===== src/rtl/multi_car_request_handler.sv =====
`default_nettype none
// ============================================================================
// Module      : multi_car_request_handler
// Description : Hall and cabin request queues shared by several elevator cars.
//               Button inputs are rising-edge detected (registered), queued,
//               and cleared by per-car strobes at the car's current floor.
//               Each hall request carries an age counter that raises a starve
//               flag once the request has waited AGE_LIMIT cycles.
//               Optional build macro REQ_CANCEL_EN: a second press on an
//               already pending cabin request cancels it (toggle).
// Revision    : 1.0 - initial release
// ============================================================================
module multi_car_request_handler #(
    parameter int N_FLOORS  = 12,
    parameter int N_CARS    = 2,
    parameter int AGE_W     = 8,
    parameter int AGE_LIMIT = 200
) (
    input  logic                                clk,
    input  logic                                reset,
    input  logic [N_FLOORS-1:0]                 i_up_rqst,
    input  logic [N_FLOORS-1:0]                 i_dn_rqst,
    input  logic [N_CARS*N_FLOORS-1:0]          i_car_rqst,
    input  logic [N_CARS*N_FLOORS-1:0]          i_car_pos,
    input  logic [N_CARS-1:0]                   i_up_clr,
    input  logic [N_CARS-1:0]                   i_dn_clr,
    input  logic [N_CARS-1:0]                   i_car_clr,
    output logic [N_FLOORS-1:0]                 o_up_queue,
    output logic [N_FLOORS-1:0]                 o_dn_queue,
    output logic [N_CARS*N_FLOORS-1:0]          o_car_queue,
    output logic [N_FLOORS-1:0]                 o_up_starve,
    output logic [N_FLOORS-1:0]                 o_dn_starve,
    output logic [$clog2(2*N_FLOORS+1)-1:0]     o_hall_pending
);

    localparam int                 CAR_BITS = N_CARS * N_FLOORS;
    localparam int                 PEND_W   = $clog2(2 * N_FLOORS + 1);
    localparam logic [AGE_W-1:0]   AGE_MAX  = '1;
    localparam logic [AGE_W-1:0]   AGE_LIM  = AGE_W'(AGE_LIMIT);

    logic [N_FLOORS-1:0] up_prev, dn_prev, up_rise, dn_rise;
    logic [N_FLOORS-1:0] up_queue, dn_queue, up_next, dn_next;
    logic [N_FLOORS-1:0] up_clr_mask, dn_clr_mask;
    logic [CAR_BITS-1:0] car_prev, car_rise, car_queue, car_next, car_clr_mask;
    logic [PEND_W-1:0]   pending;

    function automatic logic [AGE_W-1:0] sat_inc(input logic [AGE_W-1:0] v);
        return (v == AGE_MAX) ? v : v + AGE_W'(1);
    endfunction

    // Floors being served this cycle: every floor flagged in a strobing car's position
    always_comb begin
        up_clr_mask  = '0;
        dn_clr_mask  = '0;
        car_clr_mask = '0;
        for (int c = 0; c < N_CARS; c++) begin
            up_clr_mask = up_clr_mask |
                (i_car_pos[c*N_FLOORS +: N_FLOORS] & {N_FLOORS{i_up_clr[c]}});
            dn_clr_mask = dn_clr_mask |
                (i_car_pos[c*N_FLOORS +: N_FLOORS] & {N_FLOORS{i_dn_clr[c]}});
            car_clr_mask[c*N_FLOORS +: N_FLOORS] =
                i_car_pos[c*N_FLOORS +: N_FLOORS] & {N_FLOORS{i_car_clr[c]}};
        end
    end

    // Next queue contents: a clear at the landing always beats a new press
    always_comb begin
        up_next = (up_queue | up_rise) & ~up_clr_mask;
        dn_next = (dn_queue | dn_rise) & ~dn_clr_mask;
`ifdef REQ_CANCEL_EN
        car_next = (car_queue ^ car_rise) & ~car_clr_mask;
`else
        car_next = (car_queue | car_rise) & ~car_clr_mask;
`endif
    end

    // Registered edge detect; a press arriving while its floor is being served is dropped
    always_ff @(posedge clk or posedge reset) begin
        if (reset) begin
            up_prev  <= '0;
            dn_prev  <= '0;
            car_prev <= '0;
            up_rise  <= '0;
            dn_rise  <= '0;
            car_rise <= '0;
        end else begin
            up_prev  <= i_up_rqst;
            dn_prev  <= i_dn_rqst;
            car_prev <= i_car_rqst;
            up_rise  <= i_up_rqst  & ~up_prev  & ~up_clr_mask;
            dn_rise  <= i_dn_rqst  & ~dn_prev  & ~dn_clr_mask;
            car_rise <= i_car_rqst & ~car_prev & ~car_clr_mask;
        end
    end

    // Queue registers
    always_ff @(posedge clk or posedge reset) begin
        if (reset) begin
            up_queue  <= '0;
            dn_queue  <= '0;
            car_queue <= '0;
        end else begin
            up_queue  <= up_next;
            dn_queue  <= dn_next;
            car_queue <= car_next;
        end
    end

    // Per-floor hall age counters; restart from zero on the edge a request appears
    generate
        for (genvar f = 0; f < N_FLOORS; f++) begin : g_floor
            logic [AGE_W-1:0] up_age, dn_age;

            // Count while the request stays pending, zero otherwise
            always_ff @(posedge clk or posedge reset) begin
                if (reset) begin
                    up_age <= '0;
                    dn_age <= '0;
                end else begin
                    up_age <= (up_next[f] && up_queue[f]) ? sat_inc(up_age) : '0;
                    dn_age <= (dn_next[f] && dn_queue[f]) ? sat_inc(dn_age) : '0;
                end
            end

            assign o_up_starve[f] = (up_age >= AGE_LIM);
            assign o_dn_starve[f] = (dn_age >= AGE_LIM);
        end
    endgenerate

    // Number of outstanding hall calls in both directions
    always_comb begin
        pending = '0;
        for (int f = 0; f < N_FLOORS; f++) begin
            pending = pending + PEND_W'(up_queue[f]) + PEND_W'(dn_queue[f]);
        end
    end

    assign o_up_queue     = up_queue;
    assign o_dn_queue     = dn_queue;
    assign o_car_queue    = car_queue;
    assign o_hall_pending = pending;

endmodule
`default_nettype wire


===== config.mk =====
export PLATFORM = sky130hd
export DESIGN_NAME = multi_car_request_handler
export DESIGN_NICKNAME = d
export VERILOG_FILES = /design/src/rtl/multi_car_request_handler.sv
export SDC_FILE = /design/constraint.sdc
export NUM_CORES = 1
export LEC_CHECK = 0
export ABC_AREA = 1
export CORE_MARGIN = 3
export CORE_UTILIZATION = 25
export CTS_BUF_LIST = sky130_fd_sc_hd__clkbuf_4
export DETAILED_ROUTE_END_ITERATION = 10
export HOLD_SLACK_MARGIN = 0.08
export PLACE_DENSITY = 0.44
export SYNTH_ARGS = -nofsm -noshare
export SYNTH_HDL_FRONTEND = slang
export SYNTH_SLANG_ARGS = --single-unit

===== constraint.sdc =====
create_clock -name clk -period 21.1 [get_ports clk]
set_input_delay 4.22 -clock clk [delete_from_list [all_inputs] [get_ports clk]]
set_output_delay 4.22 -clock clk [all_outputs]
set_load 0.05 [all_outputs]

Yosys cells after proc, flatten, opt, wreduce, memory -nomap -nowiden. Cells that the tools add are included. W data, S select, Z words.

RAM bits: 0. Input bits: 80. Bits in latches: 0. Flip-flop bits (word level): 336. Bits in read-only memories: 0. Memories: 0.

Bitwise logic cells: 26. Multiply operators: 0. Magnitude comparators: 24. Divide/modulo/power cells: 0. Multiplexer cells: 48. Eq/ne operators: 48. Shift-type cells: 0. Reduce and logical (&&, ||, !) cells: 24. Add/subtract/negate cells: 47.

Operator list (count): $mux W8 (48); $add A8 B1 Y8 const B (24); $eq A8 B8 Y1 const B (24); $ge A8 B8 Y1 const B (24); $and A12 B12 Y12 (12); $add A5 B1 Y5 (19); $and A24 B24 Y24 (3); $ne A2 B2 Y1 const B (24); $not A12 Y12 (4); $not A24 Y24 (2); $or A12 B12 Y12 (4); $logic_and A1 B1 Y1 (24); $or A24 B24 Y24 (1); $add A4 B1 Y5 (1); $add A3 B1 Y4 (1); $add A2 B1 Y3 (1); $add A1 B1 Y2 (1).

Logic depth before layout (Yosys ltp). Gate-level depths: netlist (run 1).

Word-level depth: 23. Depth in mapped cells: 15.

Least setup slack after synthesis (run 1). Ideal clock, no wire load.

Path kind: register to output. Start: register up_queue[5] (netlist: o_up_queue[5]). End: output port o_hall_pending[4]. Path slack: 11.845 ns. Cell stages (with the launch flop): 14. Arrival time: 5.035 ns. Buffers on the path: 0. Required time: 16.880 ns. Cell sequence: dfrtp_1 > inv_1 > fa_1 > inv_1 > fa_1 > fa_1 > fa_1 > inv_1 > fa_1 > inv_1 > ha_1 > inv_1 > fa_1 > o21ai_0.

Word-level cells in the longest chain between the ends: 14.

RTL lines: from (decl) (line 42) `logic [N_FLOORS-1:0] up_queue, dn_queue, up_next, dn_next;`; from (signal assigned) (line 103) `up_queue <= up_next;`; $add A5 B1 Y5 (14 in a row) (line 134) `pending = pending + PEND_W'(up_queue[f]) + PEND_W'(dn_queue[f]);`; to (decl) (line 33) `output logic [$clog2(2*N_FLOORS+1)-1:0] o_hall_pending`.

Every way passes these cells.

Worst setup path after layout (run 1).
Start: register up_queue[11] (netlist: o_up_queue[11]). End: output port o_hall_pending[4].

Word-level cells in the longest chain between the ends: 2.

RTL lines (line): $add A5 B1 Y5 (2 in a row) (134).

Every way passes these cells.

==> impl_metrics.env, run 1 <==
export IMPL_status="finished, final reports clean"
export IMPL_p_seq_share_pct=41.5
export IMPL_insertion_delay_ns=0.83
export IMPL_crit_path_max_fanout=4
export IMPL_drive_gt1_share_pct=12.5
export IMPL_endpoint_kind="primary output"
export IMPL_synth_top_cell_area_share_pct=49.3
export IMPL_maxSlewHeadroom_pct=23.5
export IMPL_grt_pass1_vias=13800
export IMPL_grtUsageMet1_pct=16.7
export IMPL_fin_crit_ns=9.88
export IMPL_post_synth_inst_count=2029
export IMPL_drc=0
export IMPL_ys_seq_area_share_pct=49.3
export IMPL_sw_frac_of_total_pct=32.3
export IMPL_dr_pass1_iters=5
export IMPL_synth_seq_cells=336
export IMPL_fin_crit_sh_pct=46.8
export IMPL_p_comb_share_pct=20.1
export IMPL_synth_edff_count=0
export IMPL_synth_nets=2180
export IMPL_rows=95
export IMPL_synth_xor_area_share_pct=0.616
export IMPL_cts_setup_buffers=0
export IMPL_hold_class="reg2reg"
export IMPL_clockPowerShare_pct=38.3
export IMPL_htree_num_levels=3
export IMPL_cts_buffers=102
export IMPL_cts_tree="yes"
export IMPL_p_leak_nw=9.78
export IMPL_yosys_top_cells_area="dfrtp_1 49%, nand2_1 12%, nand3_1 8.0%"
export IMPL_ant_nets=0
export IMPL_start_util_pct=25.3
export IMPL_synth_top_area_cell="dfrtp_1"
export IMPL_die_w_um=267
export IMPL_antenna_found_initial=5
export IMPL_io_buffers=156
export IMPL_syn_area_per_cell_um2=8.41
export IMPL_clock_path_buffers=3
export IMPL_vias=13700
export IMPL_fin_skew_ns=0.0430
export IMPL_ys_flop_type="dfrtp_1"
export IMPL_maxCapViolCount=0
export IMPL_rsz0062_at_grt="false"
export IMPL_die_area_um2=71400
export IMPL_grt_start_max_net_pins=127
export IMPL_power_density_nw_per_um2=79.1
export IMPL_drtIter0Drc=697
export IMPL_wire_per_inst_um=13.9
export IMPL_synth_mux_area_share_pct=0
export IMPL_dp_hpwl_um=32600
export IMPL_placed_cells=3034
export IMPL_vdd_drop_max_v=0.000110
export IMPL_worstHoldStart="dn_prev[3]"
export IMPL_yosys_cell_count_top_type="nand2_1"
export IMPL_cp_required_ns=16.88
export IMPL_ys_types=32
export IMPL_layout_cells_non_filler=3222
export IMPL_cp_arrival_ns=5.66
export IMPL_gp_congestion=0.824
export IMPL_cts_root_buf="clkbuf_4"
export IMPL_avgViaCountPerCell=4.26
export IMPL_synthSimpleGateAreaFrac_pct=32.6
export IMPL_synth_compound_area_share_pct=5.10
export IMPL_synthArstFlopShare_pct=100
export IMPL_cts_hold_buf=0
export IMPL_wirelength_um=44800
export IMPL_yosys_warnings=0
export IMPL_cts_resized_gates=0
export IMPL_area_growth_pct=21.6
export IMPL_worst_slew_pin_slew_ns=1.14
export IMPL_die_h_um=267
export IMPL_fin_worst_hold_slack_ns=0.368
export IMPL_crit_start="o_up_queue[11]"
export IMPL_setup_tns_ns=0
export IMPL_synthAdderAreaFrac_pct=5.95
export IMPL_numClockSinks=336
export IMPL_ys_top_cells_by_count="557 x nand2_1, 336 x dfrtp_1, 273 x nand3_1, 242 x nor2_1, 214 x inv_1"
export IMPL_p_sw_mw=0.530
export IMPL_power_internal_mw=1.11
export IMPL_fin_total_pwr_mw=1.64
export IMPL_core_um2=67400
export IMPL_use_met3_pct=4.85
export IMPL_rrSetupSlack_ns=19.51
export IMPL_finish_net_count=2416
export IMPL_hold_viol=0
export IMPL_grt_most_used_layer="met2"
export IMPL_synth_top_family_by_area="simple AND/OR/NAND/NOR gates"
export IMPL_reg2reg_from="o_up_queue[11]"
export IMPL_grt_remaining_overflow=0
export IMPL_setup_viol=0
export IMPL_globalRouteTotalUtil_pct=12.9
export IMPL_fmax_mhz=101
export IMPL_drv_slew=0
export IMPL_grt_pass1_wl_um=72900
export IMPL_synth_area_um2=17100
export IMPL_start_kind="flop"
export IMPL_ios=157
export IMPL_use_met2_pct=19.6
export IMPL_cts_reportedPaths_clkPinSlew_ns=0.06
export IMPL_worstSetupPathType="reg2out"
-- critical path: stages (launching register included) --
cell and delay (ns):
dfrtp_1 0.43, fa_1 0.70, fa_1 0.47, fa_1 0.50, fa_1 0.53, inv_1 0.05, fa_1 0.42, inv_1 0.06
ha_1 0.16, inv_1 0.05, fa_1 0.40, o21ai_0 0.19, clkdlybuf4s50_1 0.85
-- power by group through the flow --
stage	sequential (mW)	combinational, mW	clock [mW]
global route	0.684	0.361	0.706
finish	0.681	0.330	0.629
CTS	0.681	0.335	0.672
global placement	0.692	0.333	0
floorplan	0.724	0.184	0
detailed placement	0.693	0.335	0
-- placed cells by master, fill, tap and decap left out --
| master | n |
|---|---|
| nand2_2 | 51 |
| nor3b_1 | 15 |
| fa_1 | 17 |
| nor2_2 | 16 |
| buf_4 | 6 |
| a21oi_1 | 14 |
| nor2_4 | 14 |
| clkinv_1 | 32 |
| nand3_1 | 273 |
| inv_1 | 213 |
| inv_8 | 1 |
| nand2_1 | 557 |
| xnor2_1 | 11 |
| clkdlybuf4s50_1 | 156 |
| o21bai_1 | 9 |
| dfrtp_1 | 336 |
| bufinv_16 | 2 |
| a31oi_1 | 15 |
| inv_2 | 1 |
| ha_1 | 54 |
| nor2_1 | 242 |
| o21ai_0 | 28 |
| diode_2 | 6 |
| o21a_1 | 24 |
| nor3_2 | 15 |
| clkinv_2 | 5 |
| nand2_4 | 3 |
| nor3_1 | 24 |
| nor3_4 | 5 |
| clkbuf_4 | 142 |
| nand4_1 | 10 |
| o21ai_1 | 10 |
| or2_2 | 9 |
| a21boi_1 | 6 |
| o21ai_2 | 22 |
| a21boi_0 | 4 |
| xor2_1 | 1 |
-- per-layer routing --
layer | vias up | wire [µm]
li1 | 6989 | -
met1 | 6359 | 20900
met2 | 279 | 19100
met3 | 88 | 3280
met4 | 4 | 1390
met5 | - | 24
-- cell families (layout without fill, tap and decap cells) --
family          count (synthesis)  after routing
compound gates                132            132
xor+xnor                       12             12
fa+ha+maj                      71             71
buf+inv                       244            558
flops                         336            336
other cells                     0              6
simple gates                 1234           1234
-- final timing paths --
| kind | end | cells past startpoint |
|---|---|---|
| min in group asynchronous | o_car_queue[9] | 2 |
| max in group asynchronous | o_car_queue[18] | 3 |
| min | dn_rise[3] | 1 |
| max reg2reg | g_floor[11].up_age[4] | 4 |
| max | o_hall_pending[4] | 12 |
| min reg2reg | dn_rise[3] | 1 |
-- metrics by stage --
stage / setup WS [ns] / instance area [µm²] / utilization [%]
2_1_floorplan: 7.57 / 17100 / -
3_3_place_gp: 12.12 / 19500 / 28.9
3_5_place_dp: 12.10 / 19500 / 28.9
4_1_cts: 11.10 / 20700 / 30.8
5_1_grt: 10.89 / 20800 / 30.8
6_report: 11.22 / 20800 / 30.8
-- state kept, by name (all words and copies together) (netlist names) --
signal          cells
g_floor.dn_age     96
g_floor.up_age     96
car_prev           24
car_rise           24
o_car_queue        24
dn_prev            12
dn_rise            12
o_dn_queue         12
o_up_queue         12
up_prev            12
up_rise            12
-- layout make-up --
| class | count | area [µm²] |
|---|---|---|
| Timing Repair Buffer | 162 | 1610 |
| Sequential cell | 336 | 8410 |
| Tap cell | 873 | 1090 |
| Multi-Input combinational cell | 1449 | 7550 |
| Fill cell | 7066 | 46600 |
| Clock inverter | 40 | 209 |
| Inverter | 214 | 811 |
| Antenna cell | 6 | 15.0 |
| Clock buffer | 142 | 1070 |
Power figures use the tool's default switching activity.
==> inputs of run 2 (changes only) <==
--- a/config.mk
+++ b/config.mk
@@ -11,7 +11,7 @@
 export CTS_BUF_LIST = sky130_fd_sc_hd__clkbuf_4
 export DETAILED_ROUTE_END_ITERATION = 10
 export HOLD_SLACK_MARGIN = 0.08
-export PLACE_DENSITY = 0.44
+export PLACE_DENSITY = 0.46
 export SYNTH_ARGS = -nofsm -noshare
 export SYNTH_HDL_FRONTEND = slang
 export SYNTH_SLANG_ARGS = --single-unit
==> constraint.sdc (replaced) <==
create_clock -name clk -period 9.01 [get_ports clk]
set_input_delay 1.802 -clock clk [delete_from_list [all_inputs] [get_ports clk]]
set_output_delay 1.802 -clock clk [all_outputs]
set_load 0.05 [all_outputs]
==> impl_metrics.env, run 2 (same netlist as run 1, synthesis figures left out) <==
export IMPL_setup_viol=0
export IMPL_max_stage_delay_ns=0.86
export IMPL_clock_path_buffers=3
export IMPL_cts_tree="yes"
export IMPL_worstSetupPathType="reg2out"
export IMPL_hold_end="car_rise[16]"
export IMPL_dp_hpwl_um=32500
export IMPL_vias=13900
export IMPL_p_leak_nw=9.80
export IMPL_drtIter0Drc=840
export IMPL_cp_required_ns=7.21
export IMPL_rows=95
export IMPL_globalRouteTotalUtil_pct=12.9
export IMPL_cp_arrival_ns=5.69
export IMPL_status="finished, final reports clean"
export IMPL_htree_num_levels=3
export IMPL_endpoint_kind="primary output"
export IMPL_fin_crit_sh_pct=83.2
export IMPL_setup_tns_ns=0
export IMPL_rrSetupSlack_ns=7.47
export IMPL_core_um2=67400
export IMPL_fin_crit_ns=7.49
export IMPL_cts_resized_gates=0
export IMPL_avgViaCountPerCell=4.30
export IMPL_rsz0062_at_grt="false"
export IMPL_drive_gt1_share_pct=12.5
export IMPL_wl_met1_um=20900
export IMPL_ios=157
export IMPL_wl_met3_um=3060
export IMPL_reg_top3="g_floor.dn_age x96, g_floor.up_age x96"
export IMPL_fmax_mhz=133
export IMPL_multi_input_area_um2=7550
export IMPL_hold_class="reg2reg"
export IMPL_slowest_stage="clkdlybuf4s50_1"
export IMPL_seqCellArea_um2=8410
export IMPL_grt_start_max_net_pins=159
export IMPL_cts_hold_buf=0
export IMPL_cts_buffers=104
export IMPL_dr_pass1_iters=6
export IMPL_cts_setup_buffers=0
export IMPL_layout_common_cells="557 x nand2_1, 336 x dfrtp_1, 273 x nand3_1, 242 x nor2_1, 213 x inv_1"
export IMPL_grt_pass1_vias=13800
export IMPL_wl_met2_um=19700
export IMPL_die_w_um=267
export IMPL_grt_pass1_wl_um=72800
export IMPL_drc=0
export IMPL_critPathMostFrequentCell="fa_1"
export IMPL_hold_viol=0
export IMPL_worst_slew_pin_slew_ns=0.938
export IMPL_gp_congestion=0.797
export IMPL_cts_root_buf="clkbuf_4"
export IMPL_area_growth_pct=21.8
export IMPL_worstHoldStart="car_prev[16]"
export IMPL_fin_skew_ns=0.0337
export IMPL_start_util_pct=25.3
export IMPL_hold_path_depth=1
export IMPL_power_density_nw_per_um2=185
export IMPL_drv_slew=0
export IMPL_wire_per_inst_um=13.9
export IMPL_finish_net_count=2420
export IMPL_vdd_drop_max_v=0.000197
export IMPL_final_common_cell="nand2_1"
export IMPL_timing_rr_end="g_floor[11].up_age[4]"
export IMPL_die_h_um=267
export IMPL_maxCapViolCount=0
export IMPL_start_kind="flop"
export IMPL_highest_layer="met5"
export IMPL_wirelength_um=44800
export IMPL_insertion_delay_ns=0.83
export IMPL_maxSlewHeadroom_pct=37.4
export IMPL_grt_remaining_overflow=0
export IMPL_path_cells="fa_1 -> fa_1 -> fa_1 -> fa_1 -> inv_1 -> fa_1 -> inv_1 -> ha_1 -> inv_1 -> fa_1 -> o21ai_0 -> clkdlybuf4s50_1"
export IMPL_cts_reportedPaths_clkPinSlew_ns=0.06
export IMPL_crit_path_max_fanout=4
export IMPL_worst_slack_ns=1.52
export IMPL_pre_cts_slack_ns=2.35
export IMPL_antenna_found_initial=4
export IMPL_die_area_um2=71400
export IMPL_reg2reg_from="o_up_queue[11]"
export IMPL_crit_start="o_up_queue[0]"
export IMPL_ff2ff_path_depth=4
export IMPL_nFillCells=7168
export IMPL_ant_nets=0
export IMPL_numClockSinks=336
export IMPL_io_buffers=156
==> run 2: cell types whose count changed in the layout (fill, tap and decap cells not counted), moves of 2 or more <==
cell	change
clkbuf_4	-3
clkinv_1	+14
clkinvlp_4	+2
diode_2	-3
inv_2	+4
==> run 2: worst max-delay path by stage <==
stage / slack [ns] / depth (start not counted) / to
2_1_floorplan: 2.17 / 13 / o_hall_pending[4]
3_3_place_gp: 2.40 / 12 / o_hall_pending[4]
3_5_place_dp: 2.35 / 12 / o_hall_pending[4]
4_1_cts: 1.35 / 12 / o_hall_pending[4]
5_1_grt: 1.19 / 12 / o_hall_pending[4]
6_report: 1.52 / 12 / o_hall_pending[4]
==> run 2: per-stage QoR <==
| step | hold slack, ns | total power, mW | util (%) | instances | cell area [µm²] |
|---|---|---|---|---|---|
| after floorplan | 0.377 | 2.13 | - | 2029 | 17100 |
| after global placement | 0.378 | 2.40 | 28.9 | 3036 | 19500 |
| after detailed placement | 0.380 | 2.41 | 28.9 | 3036 | 19500 |
| after CTS | 0.367 | 3.95 | 30.8 | 3232 | 20800 |
| after global routing | 0.385 | 4.10 | 30.8 | 3235 | 20800 |
| final | 0.379 | 3.84 | 30.8 | 3235 | 20800 |
==> run 2: power breakdown <==
group | total [mW] | switching, mW | internal, mW
Clock | 1.47 | 0.716 | 0.750
Combinational | 0.780 | 0.522 | 0.258
Sequential | 1.60 | 0.0343 | 1.56
Total | 3.84 | 1.27 | 2.57
==> run 2: area by class of cell <==
type | count | share of cell area (%)
sequential | 336 | 40.4
multi-input combinational | 1449 | 36.3
timing repair buffer | 164 | 7.86
tap | 873 | 5.25
clock buffer | 139 | 5.02
inverter | 214 | 3.88
clock inverter | 57 | 1.20
antenna | 3 | 0.0361
==> run 2: worst max-delay path, delay by kind of cell (launching register included) <==
family | cells | cell delay (ns)
fa+ha+maj | 7 | 3.19
flops | 1 | 0.43
buf+inv | 4 | 1.06
compound gates | 1 | 0.21
==> run 2: layer usage <==
| metal | track usage, % | vias up |
|---|---|---|
| met5 | 0 | - |
| met4 | 4.43 | 4 |
| met3 | 4.41 | 91 |
| met2 | 19.9 | 281 |
| met1 | 16.8 | 6487 |
| li1 | - | 7038 |
==> inputs of run 3 (changes only) <==
==> constraint.sdc (replaced) <==
create_clock -name clk -period 6.1 [get_ports clk]
set_input_delay 1.22 -clock clk [delete_from_list [all_inputs] [get_ports clk]]
set_output_delay 1.22 -clock clk [all_outputs]
set_load 0.05 [all_outputs]
==> impl_metrics.env, run 3 (same netlist as run 1, synthesis figures left out) <==
export IMPL_fin_total_pwr_mw=5.90
export IMPL_htree_num_levels=3
export IMPL_grt_pass1_vias=13800
export IMPL_hold_class="reg2reg"
export IMPL_cpLargestDelayFamily="adder cells"
export IMPL_final_common_cell="nand2_1"
export IMPL_status="finished, violations left"
export IMPL_ff2ff_path_depth=5
export IMPL_die_area_um2=71400
export IMPL_placed_cells=3034
export IMPL_fin_crit_sh_pct=100
export IMPL_failed_checks="negative setup slack"
export IMPL_drive_gt1_share_pct=14.5
export IMPL_hold_path_depth=1
export IMPL_rsz0062_at_grt="true"
export IMPL_path_depth=12
export IMPL_maxCapViolCount=0
export IMPL_area_growth_pct=22.9
export IMPL_hold_viol=0
export IMPL_cts_hold_buf=0
export IMPL_path_cells="fa_2 -> fa_1 -> fa_1 -> fa_1 -> inv_2 -> fa_1 -> inv_2 -> ha_4 -> inv_2 -> fa_2 -> xnor2_2 -> buf_12"
export IMPL_grt_start_max_net_pins=111
export IMPL_reg_top3="g_floor.dn_age x96, g_floor.up_age x96"
export IMPL_cp_arrival_ns=4.89
export IMPL_drc=0
export IMPL_rrSetupSlack_ns=4.47
export IMPL_worst_path_buf_inv=4
export IMPL_critPathMostFrequentCell="fa_1"
export IMPL_fmax_mhz=164
export IMPL_layout_cells_non_filler=3235
export IMPL_vdd_drop_max_v=0.000304
export IMPL_globalRouteTotalUtil_pct=12.9
export IMPL_p_leak_nw=9.89
export IMPL_cts_reportedPaths_clkPinSlew_ns=0.07
export IMPL_worstSetupPathType="reg2out"
export IMPL_antenna_found_initial=6
export IMPL_fin_crit_ns=6.11
export IMPL_final_area_um2=21000
export IMPL_power_density_nw_per_um2=282
export IMPL_ant_nets=0
export IMPL_maxSlewHeadroom_pct=32.7
export IMPL_die_h_um=267
export IMPL_cp_required_ns=4.88
export IMPL_cts_root_buf="clkbuf_4"
export IMPL_nFillCells=7046
export IMPL_fin_skew_ns=0.0513
export IMPL_drv_slew=0
export IMPL_finish_net_count=2430
export IMPL_numClockSinks=336
export IMPL_clock_path_buffers=3
export IMPL_max_stage_delay_ns=0.63
export IMPL_die_w_um=267
export IMPL_core_um2=67400
export IMPL_setup_viol=1
export IMPL_cts_tree="yes"
export IMPL_start_kind="flop"
export IMPL_grt_pass1_wl_um=72300
export IMPL_wire_per_inst_um=13.9
export IMPL_grt_remaining_overflow=0
export IMPL_slowest_stage="fa_2"
export IMPL_fin_worst_hold_slack_ns=0.355
export IMPL_worst_slack_ns=-0.00793
export IMPL_start_util_pct=25.3
export IMPL_cts_buffers=100
export IMPL_endpoint_kind="primary output"
export IMPL_wirelength_um=45000
export IMPL_crit_start="o_up_queue[0]"
export IMPL_worstHoldStart="dn_prev[9]"
export IMPL_worst_slew_pin_slew_ns=1.01
export IMPL_drtIter0Drc=700
export IMPL_gp_congestion=0.824
export IMPL_dp_hpwl_um=32800
export IMPL_dpl_cell_area_um2=19500
export IMPL_final_util_pct=31.1
export IMPL_dr_pass1_iters=5
export IMPL_insertion_delay_ns=0.84
export IMPL_rows=95
export IMPL_ios=157
export IMPL_vias=13900
export IMPL_avgViaCountPerCell=4.31
export IMPL_io_buffers=156
export IMPL_layout_common_cells="556 x nand2_1, 333 x dfrtp_1, 273 x nand3_1, 242 x nor2_1, 206 x inv_1"
export IMPL_crit_path_max_fanout=2
export IMPL_reg2reg_from="o_dn_queue[5]"
[run 3: path summary, 6_finish.rpt]
path / end
setup / recovery: o_hall_pending[2]
hold / removal: dn_rise[9]
setup reg to reg: g_floor[5].dn_age[3]
hold reg to reg: dn_rise[9]
max in group asynchronous: o_car_queue[20]
min in group asynchronous: g_floor[5].up_age[5]
[run 3: through the flow]
stage / setup TNS [ns] / setup WS, ns
after floorplan: 0 / 0.125
after global placement: 0 / 0.616
after detailed placement: 0 / 0.629
after CTS: -0.359 / -0.165
after global routing: -0.875 / -0.241
final: -0.00793 / -0.00793
[run 3: where the power goes]
group	switching (mW)	internal (mW)	leakage, nW
sequential	0.0482	2.31	4.48
clock	1.03	1.15	0.770
combinational	0.830	0.543	4.64
total	1.90	4.00	9.89
[run 3: worst register-to-register path, delay by kind of cell (launching register included)]
family,cells,cell delay [ns]
buf+inv,2,0.18
flops,1,0.38
simple gates,3,0.96
[run 3: what timing repair did]
action,CTS,global route
gates resized for setup,17,7
pin swaps,12,8
cloned,0,0
setup buffers,8,8
setup endpoints to repair,5,5
[run 3: routing by layer]
metal / global-route usage, % / wire, µm
met1: 16.2 / 20400
met2: 19.9 / 19800
met3: 4.70 / 3290
met4: 5.33 / 1510
met5: 0 / 24
[run 3: final cells by class]
cell class	instances	area, µm²	share of cell area [%]
flip-flops and latches	336	8410	40.1
multi-input cells	1449	7610	36.3
repair buffers	178	1770	8.44
well taps	873	1090	5.21
clock buffers	141	1060	5.05
inverters	214	807	3.85
clock inverters	38	209	0.996
diodes	6	15.0	0.0716
